File: src/rtl/exec_iter_unit.sv
// exec_iter_unit: execute stage behind the operand switcher.
// It computes the writeback result, the resolved next PC and a branch-taken
// flag. Most ops take one cycle. Shifts step one bit per cycle.
// Optional iterative multiply is built only when EXEC_ITER_MUL_EN is defined.
//
// Handshake: a transfer happens on a clock edge where valid && ready are both
// high. in_ready is high only in IDLE. out_valid is high only in DONE.
// While out_valid && !out_ready, all outputs hold.
// Leaving DONE takes one cycle, so no accept happens in that cycle.
module exec_iter_unit #(
  parameter int XLEN    = 32,
  parameter int PC_STEP = 4
) (
  input  logic            clk,
  input  logic            rst,
  input  logic            in_valid,
  output logic            in_ready,
  input  logic [6:0]      alu_code,
  input  logic [XLEN-1:0] pc,
  input  logic [XLEN-1:0] alu_op1,
  input  logic [XLEN-1:0] alu_op2,
  input  logic [XLEN-1:0] npc_op1,
  input  logic [XLEN-1:0] npc_op2,
  output logic            out_valid,
  input  logic            out_ready,
  output logic [XLEN-1:0] result,
  output logic [XLEN-1:0] next_pc,
  output logic            branch_taken,
  output logic            illegal
);
  localparam logic [6:0] ALU_ADD  = 7'h01, ALU_SUB  = 7'h02, ALU_AND  = 7'h03;
  localparam logic [6:0] ALU_OR   = 7'h04, ALU_XOR  = 7'h05, ALU_SLT  = 7'h06;
  localparam logic [6:0] ALU_SLTU = 7'h07, ALU_LUI  = 7'h08, ALU_SLL  = 7'h09;
  localparam logic [6:0] ALU_SRL  = 7'h0A, ALU_SRA  = 7'h0B, ALU_JAL  = 7'h0C;
  localparam logic [6:0] ALU_JALR = 7'h0D, ALU_BEQ  = 7'h10, ALU_BNE  = 7'h11;
  localparam logic [6:0] ALU_BLT  = 7'h12, ALU_BGE  = 7'h13, ALU_BLTU = 7'h14;
  localparam logic [6:0] ALU_BGEU = 7'h15;
`ifdef EXEC_ITER_MUL_EN
  localparam logic [6:0] ALU_MUL  = 7'h20;
`endif
  localparam int SW = $clog2(XLEN);
  localparam int CW = SW + 1;

`ifdef EXEC_ITER_MUL_EN
  typedef enum logic [1:0] {IDLE, SHIFT, MUL, DONE} state_t;
`else
  typedef enum logic [1:0] {IDLE, SHIFT, DONE} state_t;
`endif

  state_t state, next_state;

  logic            accept;
  logic [XLEN-1:0] npc_sum, pc_fall;
  logic [XLEN-1:0] dec_res, dec_npc;
  logic            dec_taken, dec_illegal, dec_shift, dec_mul, is_br, br_cond;
  logic [1:0]      dec_kind;
  logic [SW-1:0]   shamt;

  logic [XLEN-1:0] acc, shift_next;
  logic [CW-1:0]   cnt;
  logic [1:0]      kind;
`ifdef EXEC_ITER_MUL_EN
  logic [XLEN-1:0] mcand, mplier, mul_next;
`endif

  assign accept  = in_valid && in_ready;
  assign npc_sum = npc_op1 + npc_op2;
  assign pc_fall = pc + XLEN'(PC_STEP);
  assign shamt   = alu_op2[SW-1:0];

  // Decode the presented operation into its one-cycle outcome and path choice
  always_comb begin
    dec_res     = '0;
    dec_npc     = npc_sum;
    dec_taken   = 1'b0;
    dec_illegal = 1'b0;
    dec_shift   = 1'b0;
    dec_mul     = 1'b0;
    dec_kind    = 2'd0;
    is_br       = 1'b0;
    br_cond     = 1'b0;
    case (alu_code)
      ALU_ADD:  dec_res = alu_op1 + alu_op2;
      ALU_SUB:  dec_res = alu_op1 - alu_op2;
      ALU_AND:  dec_res = alu_op1 & alu_op2;
      ALU_OR:   dec_res = alu_op1 | alu_op2;
      ALU_XOR:  dec_res = alu_op1 ^ alu_op2;
      ALU_SLT:  dec_res = {{(XLEN-1){1'b0}}, $signed(alu_op1) < $signed(alu_op2)};
      ALU_SLTU: dec_res = {{(XLEN-1){1'b0}}, alu_op1 < alu_op2};
      ALU_LUI:  dec_res = alu_op2;
      ALU_SLL:  begin dec_shift = 1'b1; dec_kind = 2'd0; dec_res = alu_op1; end
      ALU_SRL:  begin dec_shift = 1'b1; dec_kind = 2'd1; dec_res = alu_op1; end
      ALU_SRA:  begin dec_shift = 1'b1; dec_kind = 2'd2; dec_res = alu_op1; end
      ALU_JAL:  begin dec_res = alu_op2 + XLEN'(PC_STEP); dec_taken = 1'b1; end
      ALU_JALR: begin
        dec_res   = alu_op2 + XLEN'(PC_STEP);
        dec_npc   = npc_sum & ~XLEN'(1);
        dec_taken = 1'b1;
      end
      ALU_BEQ:  begin is_br = 1'b1; br_cond = (alu_op1 == alu_op2); end
      ALU_BNE:  begin is_br = 1'b1; br_cond = (alu_op1 != alu_op2); end
      ALU_BLT:  begin is_br = 1'b1; br_cond = ($signed(alu_op1) < $signed(alu_op2)); end
      ALU_BGE:  begin is_br = 1'b1; br_cond = ($signed(alu_op1) >= $signed(alu_op2)); end
      ALU_BLTU: begin is_br = 1'b1; br_cond = (alu_op1 < alu_op2); end
      ALU_BGEU: begin is_br = 1'b1; br_cond = (alu_op1 >= alu_op2); end
`ifdef EXEC_ITER_MUL_EN
      ALU_MUL:  dec_mul = 1'b1;
`endif
      default: begin
        dec_illegal = 1'b1;
        dec_npc     = pc_fall;
      end
    endcase
    if (is_br) begin
      dec_taken = br_cond;
      dec_npc   = br_cond ? npc_sum : pc_fall;
    end
  end

  // One-bit step of the latched shift
  always_comb begin
    case (kind)
      2'd1:    shift_next = {1'b0, acc[XLEN-1:1]};
      2'd2:    shift_next = {acc[XLEN-1], acc[XLEN-1:1]};
      default: shift_next = {acc[XLEN-2:0], 1'b0};
    endcase
  end

`ifdef EXEC_ITER_MUL_EN
  // Shift-add partial product: add the multiplicand when the multiplier LSB is set
  always_comb begin
    mul_next = acc + (mplier[0] ? mcand : '0);
  end
`endif

  // State register
  always_ff @(posedge clk) begin
    if (rst) state <= IDLE;
    else     state <= next_state;
  end

  // Next-state logic: a shift of zero and all plain ops go straight to DONE
  always_comb begin
    next_state = state;
    case (state)
      IDLE: begin
        if (accept) begin
          if (dec_shift && (shamt != '0)) next_state = SHIFT;
`ifdef EXEC_ITER_MUL_EN
          else if (dec_mul)               next_state = MUL;
`endif
          else                            next_state = DONE;
        end
      end
      SHIFT: if (cnt == CW'(1)) next_state = DONE;
`ifdef EXEC_ITER_MUL_EN
      MUL:   if (cnt == CW'(1)) next_state = DONE;
`endif
      DONE:  if (out_ready) next_state = IDLE;
      default: next_state = IDLE;
    endcase
  end

  // Handshake outputs follow the state directly
  always_comb begin
    in_ready  = (state == IDLE);
    out_valid = (state == DONE);
  end

  // Datapath: latch everything at accept, then iterate; outputs hold otherwise
  always_ff @(posedge clk) begin
    if (rst) begin
      result       <= '0;
      next_pc      <= '0;
      branch_taken <= 1'b0;
      illegal      <= 1'b0;
      acc          <= '0;
      cnt          <= '0;
      kind         <= 2'd0;
`ifdef EXEC_ITER_MUL_EN
      mcand        <= '0;
      mplier       <= '0;
`endif
    end else begin
      case (state)
        IDLE: begin
          if (accept) begin
            result       <= dec_res;
            next_pc      <= dec_npc;
            branch_taken <= dec_taken;
            illegal      <= dec_illegal;
            kind         <= dec_kind;
            acc          <= alu_op1;
            cnt          <= CW'(shamt);
`ifdef EXEC_ITER_MUL_EN
            if (dec_mul) begin
              acc    <= '0;
              cnt    <= CW'(XLEN);
              mcand  <= alu_op1;
              mplier <= alu_op2;
            end
`endif
          end
        end
        SHIFT: begin
          acc <= shift_next;
          cnt <= cnt - CW'(1);
          if (cnt == CW'(1)) result <= shift_next;
        end
`ifdef EXEC_ITER_MUL_EN
        MUL: begin
          acc    <= mul_next;
          mcand  <= {mcand[XLEN-2:0], 1'b0};
          mplier <= {1'b0, mplier[XLEN-1:1]};
          cnt    <= cnt - CW'(1);
          if (cnt == CW'(1)) result <= mul_next;
        end
`endif
        default: ;
      endcase
    end
  end

endmodule

File: config.mk
export PLATFORM = sky130hd
export DESIGN_NAME = exec_iter_unit
export DESIGN_NICKNAME = d
export VERILOG_FILES = /design/src/rtl/exec_iter_unit.sv
export SDC_FILE = /design/constraint.sdc
export NUM_CORES = 1
export LEC_CHECK = 0
export ABC_AREA = 1
export CAP_MARGIN = 40
export CORE_ASPECT_RATIO = 1.1
export CORE_MARGIN = 2
export CORE_UTILIZATION = 45
export CTS_BUF_LIST = sky130_fd_sc_hd__clkbuf_2
export DETAILED_ROUTE_END_ITERATION = 8
export DONT_BUFFER_PORTS = 1
export GPL_ROUTABILITY_DRIVEN = 0
export PLACE_DENSITY_LB_ADDON = 0.08
export SLEW_MARGIN = 30
export SYNTH_ARGS = -nofsm -noshare
export SYNTH_HDL_FRONTEND = slang
export SYNTH_SLANG_ARGS = --single-unit
File: constraint.sdc
create_clock -name clk -period 3.7 [get_ports clk]
set_input_delay 0.74 -clock clk [delete_from_list [all_inputs] [get_ports clk]]
set_output_delay 0.74 -clock clk [all_outputs]
set_load 0.02 [all_outputs]
==> results.yml, run 1 <==
drt:
  wl_met3_um: 6630
  met2_length_um: 28800
  viasPerCell: 6.07
  post_drt_wl_per_cell_um: 21.7
  wl_met1_um: 24400
  dr.max_layer_used: "met5"
  drt_first_pass_iters: 8
  ant_nets: 0
  via_count: 18600
  wl_um: 66300
  drtIter0Drc: 1755
  drc: 0
worst_setup_path:
  r2r_slack_ns: 0.95
  worst_r2r_path_depth: 10
  r2r_start: "state[0]"
  setup.worst_path.class: "in -> reg"
  crit_path_end_kind: "register"
  worstPathArrival_ns: 3.54
  rr_endpoint: "result[31]"
  cp-start-kind: "input pin"
  crit_fanout: 6
  cp_data_required_time_ns: 4.36
floorplan:
  chipWidth_um: 179
  row_count: 70
  dieArea_um2: 35200
  pin_count: 239
  fp.dieH_um: 197
  start_util_pct: 45.7
  core_area_um2: 33200
synth:
  synthesis.nets: 2954
  synth-edff-count: 0
  synth_ff_type: "dfxtp_1"
  yosysUniqueCellTypes: 53
  syn-mean-instance-area_um2: 5.73
  yosysTopAreaCell: "nand2_1"
  synth-compound-area-share_pct: 23.0
  synthCells: 2646
  synth.area.mux_share_pct: 0
  yosys.area_share.simple_pct: 36.0
  ys_seq_area_share_pct: 14.3
  synth_top_area_share_pct: 15.6
  ys_ff_latch: 108
  synth_xor_xnor_area_share_pct: 3.87
  synthAdderAreaFrac_pct: 11.4
  synth_area_leaders: "nand2_1, dfxtp_1, ha_1"
  synth_area_um2: 15200
  synthArstFlopShare_pct: 0
  synth_top_family_by_area: "simple AND/OR/NAND/NOR gates"
  ys_warn_count: 0
finish:
  stdcell_count: 3059
  finish.utilization_pct: 48.0
  finalInstanceArea_um2: 15900
  fillers: 3664
  drive_gt1_share_pct: 5.41
  final_nets: 2927
  syn_to_final_growth_pct: 5.05
timing:
  finClkSkew_ns: 0.0570
  slew_headroom_pct: 40.0
  period_minus_slack_ns: 2.88
  fin_ws_ns: 0.821
  setup_viol: 0
  tightest_slew_ns: 0.891
  fmax_ghz: 0.347
  hold_viol: 0
  slew_violations: 0
  fin_crit_sh_pct: 77.8
  tns_ns: 0
  rsz0062_at_grt: "no"
clocking:
  postCtsSetupBuffers: 0
  cts_max_level: 3
  path_clk_slew_ns: 0.31
  root_buffer: "clkbuf_2"
  cts_tree: "built"
  cts_sinks: 108
  clock_path_buffers: 2
  clock_latency_ns: 0.74
  numCtsBuffers: 9
placed_design:
  portBuffers: 0
  post-place-ws_ns: 0.295
  placedCellCount: 3037
  placed_cell_area_um2: 15800
  dp_hpwl_um: 53300
global_routing:
  grt_use_total_pct: 37.4
  grt_max_degree: 75
  grt_overflow: 0
  grt_pass1_wl_um: 100000
  grt_pass1_vias: 17500
  antenna_found_initial: 5
power:
  cellLeakagePower_nw: 7.30
  vdd_ir_drop_max_uv: 156
  power.density_nw_per_um2: 302
worst_hold_path:
  hp-start: "rst"
  whs_path_depth: 1
  hp-class: "in -> reg"
  min_to: "acc[4]"
status:
  status: "completed"
flow_run:
  drv_cap: 0
==> per-stage QoR <==
stage,hold slack [ns],power [W]
CTS,0.00321,0.00477
floorplan,0.437,0.00343
global placement,0.456,0.00414
detailed placement,0.455,0.00417
global route,0.0271,0.00513
finish,0.0641,0.00481
==> Yosys cell counts, types with 9 or more instances <==
| cell type | instances |
|---|---|
| nand3_1 | 232 |
| xnor2_1 | 18 |
| o221ai_1 | 24 |
| nor4_1 | 15 |
| a21o_1 | 9 |
| clkbuf_1 | 61 |
| xor2_1 | 49 |
| buf_1 | 9 |
| o21bai_1 | 11 |
| nand2_1 | 630 |
| nor3_1 | 56 |
| nor2_2 | 10 |
| nor2_1 | 263 |
| o211ai_1 | 19 |
| o21ai_0 | 181 |
| a21oi_1 | 271 |
| ha_1 | 134 |
| inv_2 | 21 |
| a31oi_1 | 44 |
| dfxtp_1 | 108 |
| inv_1 | 308 |
| nand4_1 | 35 |
| nand3b_1 | 11 |
| o22ai_1 | 21 |
| buf_2 | 25 |
==> worst max path at each step <==
stage,slack (ns),to,cells past startpoint,from
floorplan,0.64,next_pc[26],21,alu_op2[15]
global placement,0.33,next_pc[1],18,alu_op2[23]
detailed placement,0.29,next_pc[20],17,alu_op2[19]
CTS,0.94,result[31],10,state[0]
global route,0.76,result[18],15,alu_op1[0]
finish,0.82,result[18],15,alu_op1[0]
==> worst max-delay path, stage by stage <==
cell      delay, ns
inv_1          0.06
ha_1           0.14
inv_1          0.06
fa_1           0.41
nand3_1        0.12
nand2_1        0.12
nand2_2        0.10
nand2_4        0.08
nand2_1        0.07
nand3_1        0.15
a21oi_1        0.43
xor2_1         0.12
o211ai_1       0.66
nand2_1        0.12
a21oi_1        0.15
==> area by class of cell <==
| class | instances | area (um^2) | share of cell area (%) |
|---|---|---|---|
| Inverter | 332 | 1250 | 7.82 |
| Sequential cell | 108 | 2160 | 13.6 |
| Tap cell | 432 | 541 | 3.39 |
| Antenna cell | 3 | 7.51 | 0.0471 |
| Clock buffer | 9 | 45.0 | 0.283 |
| Clock inverter | 7 | 66.3 | 0.416 |
| Timing Repair Buffer | 67 | 568 | 3.56 |
| Multi-Input combinational cell | 2101 | 11300 | 70.9 |
==> placed cells by master (no fill, tap or decap), types with 9 or more instances in the layout <==
cell | synthesis | routed
inv_2 | 21 | 21
ha_1 | 134 | 134
xor2_1 | 49 | 49
buf_4 | 7 | 58
nor4_1 | 15 | 15
dfxtp_1 | 108 | 108
xnor2_1 | 18 | 18
nand2_1 | 630 | 630
nand3_1 | 232 | 232
nor3_1 | 56 | 56
o22ai_1 | 21 | 21
a21o_1 | 9 | 9
a21oi_1 | 271 | 271
o21bai_1 | 11 | 11
inv_1 | 308 | 308
o21ai_0 | 181 | 181
nand3b_1 | 11 | 11
nor2_2 | 10 | 12
nor2_1 | 263 | 260
o221ai_1 | 24 | 24
nand4_1 | 35 | 35
a31oi_1 | 44 | 44
clkbuf_2 | 0 | 9
o211ai_1 | 19 | 19
==> power by group <==
part	internal [W]	switching, W
Clock	0.000109	0.000490
Sequential	0.00142	0.000408
Combinational	0.000729	0.00166
Total	0.00225	0.00256
==> registers in the layout (all words and copies together), names as in the netlist <==
signal        cells
acc              32
branch_taken      1
cnt               6
illegal           1
kind              2
next_pc          32
result           32
state             2
==> repair_timing <==
item	4_1_cts	5_1_grt
hold endpoints to repair	21	0
resized for setup	0	0
hold buffers	2	0
==> cells by family (layout without fill, tap and decap cells) <==
| group | after synthesis | after routing |
|---|---|---|
| xor gates and xnor gates | 67 | 67 |
| buffers and inverters | 437 | 415 |
| AOI/OAI and AO/OA | 619 | 619 |
| DFF | 108 | 108 |
| adders and majority gates | 137 | 137 |
| and+or+nand+nor | 1278 | 1278 |
| other | 0 | 3 |
==> metal layers <==
| layer | track usage (%) | vias up |
|---|---|---|
| met5 | 0 | - |
| met4 | 31.8 | 2 |
| met3 | 8.62 | 259 |
| met2 | 58.3 | 1051 |
| met1 | 43.0 | 8448 |
| li1 | - | 8794 |
Note: power is estimated with default switching activity, not from simulation.
==> inputs of run 2 (changes only) <==
- clock period: 3.7 -> 2.47 ns (I/O delays scaled with it)
==> run 2 against run 1 <==
  * Sequential power up 51%
  * Via count rose by 8.5%
  * Die area did not move
  * Largest cell class unchanged
  * First-iteration DRC count up 5.5%
  * Cell count grew 13%
==> results.yml, run 2 (synthesis gave the netlist of run 1 again) <==
finish:
  finalInstanceArea_um2: 19400
  drive_gt1_share_pct: 17.6
  final_cell_mix: "nand2_1, buf_4, inv_1, a21oi_1, nor2_1"
  reg_top3: "acc x32, next_pc x32, result x32"
  syn_to_final_growth_pct: 27.7
  fillers: 3414
  final_nets: 3332
  mostFrequentLayoutCell: "nand2_1"
floorplan:
  row_count: 70
  chipWidth_um: 179
  start_util_pct: 45.7
  pin_count: 239
  fp.dieH_um: 197
  dieArea_um2: 35200
  core_area_um2: 33200
power:
  power.density_nw_per_um2: 421
  p_int_w: 0.00409
  cellLeakagePower_nw: 9.31
  combPwrFrac_pct: 54.1
  switching_share_pct: 49.8
  p_seq_share_pct: 33.7
  vdd_ir_drop_max_uv: 332
  clkPwrFrac_pct: 12.2
  p_sw_w: 0.00406
timing:
  finClkSkew_ns: 0.0502
  slew_violations: 0
  setup_viol: 0
  period_minus_slack_ns: 2.32
  fin_crit_sh_pct: 93.9
  hold_viol: 0
  tightest_slew_ns: 0.641
  rsz0062_at_grt: "yes"
  slew_headroom_pct: 56.8
  fmax_ghz: 0.431
  fin_ws_ns: 0.151
drt:
  drt_first_pass_iters: 6
  wl_um: 70300
  via_count: 20100
  post_drt_wl_per_cell_um: 20.3
  drc: 0
  drtIter0Drc: 1851
  ant_nets: 0
  viasPerCell: 5.80
clocking:
  numCtsBuffers: 9
  clock_latency_ns: 0.70
  root_buffer: "clkbuf_2"
  cts_tree: "built"
  cts_max_level: 3
  clock_path_buffers: 2
  path_clk_slew_ns: 0.31
  cts_sinks: 108
placed_design:
  post-place-ws_ns: -0.485
  portBuffers: 0
  dp_hpwl_um: 56800
  placed_cell_area_um2: 18800
worst_hold_path:
  hp-class: "in -> reg"
worst_setup_path:
  cp-start-kind: "input pin"
  cp_data_required_time_ns: 3.10
  critPathSlowestCell: "fa_1"
  worstPathArrival_ns: 2.95
  critPathMostFrequentCell: "nand2_1"
  crit_buf_inv: 0
  slowest_delay_ns: 0.40
  setup.worst_path.class: "in -> reg"
  cp_cell_sequence: "ha_1, fa_1, nand2_1, nand3_1, o21ai_0, o21ai_0, nand2_1, nand2_1, a21oi_1, or2_2, nand3_1, nand3_1, nand2_1, a21oi_1"
  crit_path_end_kind: "register"
  cp_top_family: "simple AND/OR/NAND/NOR gates"
  crit_fanout: 4
global_routing:
  grt_pass1_vias: 19400
  grt_use_total_pct: 39.4
  grt_max_degree: 79
  grt_overflow: 0
  grt_pass1_wl_um: 107000
  antenna_found_initial: 5
flow_run:
  drv_cap: 0
status:
  status: "completed"
## run 2: cell count changes in the layout (fill, tap and decap cells not counted), moves of 4 or more
cell and delta:
buf_12 +14, inv_1 -6, diode_2 +4, buf_4 +361
dlygate4sd3_1 +32
## run 2: final timing paths
path              start         end  slack [ns]  cells past startpoint
max          alu_op1[0]  result[16]        0.15                     14
min               pc[1]  next_pc[1]        0.02                      4
max reg2reg    state[1]      acc[6]        0.16                      7
min reg2reg      cnt[5]      cnt[5]        0.49                      1
## run 2: what timing repair did
action	4_1_cts	5_1_grt
hold buffers	32	3
buffers inserted	0	0
endpoints found under the setup margin	0	2
endpoints found under the hold margin	54	3
gates resized for setup	0	2
## run 2: worst min-delay path, delay by kind of cell
kind,cells,cell delay [ns]
simple gates,3,0.12
buf+inv,1,0.04
## run 2: cell type report
type | instances | area [um^2] | area share, %
Multi-Input combinational cell | 2101 | 11400 | 58.8
Timing Repair Buffer | 472 | 3860 | 20.0
Sequential cell | 108 | 2160 | 11.2
Inverter | 332 | 1260 | 6.52
Tap cell | 432 | 541 | 2.79
Clock inverter | 7 | 92.6 | 0.478
Clock buffer | 9 | 45.0 | 0.233
Antenna cell | 7 | 17.5 | 0.0904
## run 2: stage by stage
step | setup TNS, ns | util, % | std cells | hold slack [ns] | total power (W)
final | 0 | 58.4 | 3468 | 0.0190 | 0.00815
after global routing | 0 | 58.3 | 3464 | 0.00718 | 0.00867
after CTS | 0 | 58.2 | 3458 | 0.00402 | 0.00804
after detailed placement | -19.67 | 56.8 | 3410 | 0.452 | 0.00699
after global placement | -17.30 | 56.8 | 3410 | 0.456 | 0.00693
after floorplan | -1.76 | - | 2646 | 0.437 | 0.00517
## run 2: routing by layer
metal / vias to the layer above / share of wire, % / track usage (%)
met1: 9186 / 37 / 44.2
met3: 250 / 9.2 / 8.22
met2: 1081 / 45 / 64.4
li1: 9606 / - / -
met4: 0 / 9.3 / 31.5
met5: - / 0 / 0
## run 2: power groups by stage
stage / Sequential, W / Clock (W) / Combinational [W]
2_1_floorplan: 0.00264 / 0 / 0.00253
3_3_place_gp: 0.00277 / 0 / 0.00416
3_5_place_dp: 0.00277 / 0 / 0.00422
4_1_cts: 0.00274 / 0.00100 / 0.00430
5_1_grt: 0.00278 / 0.00108 / 0.00481
6_report: 0.00275 / 0.000998 / 0.00441
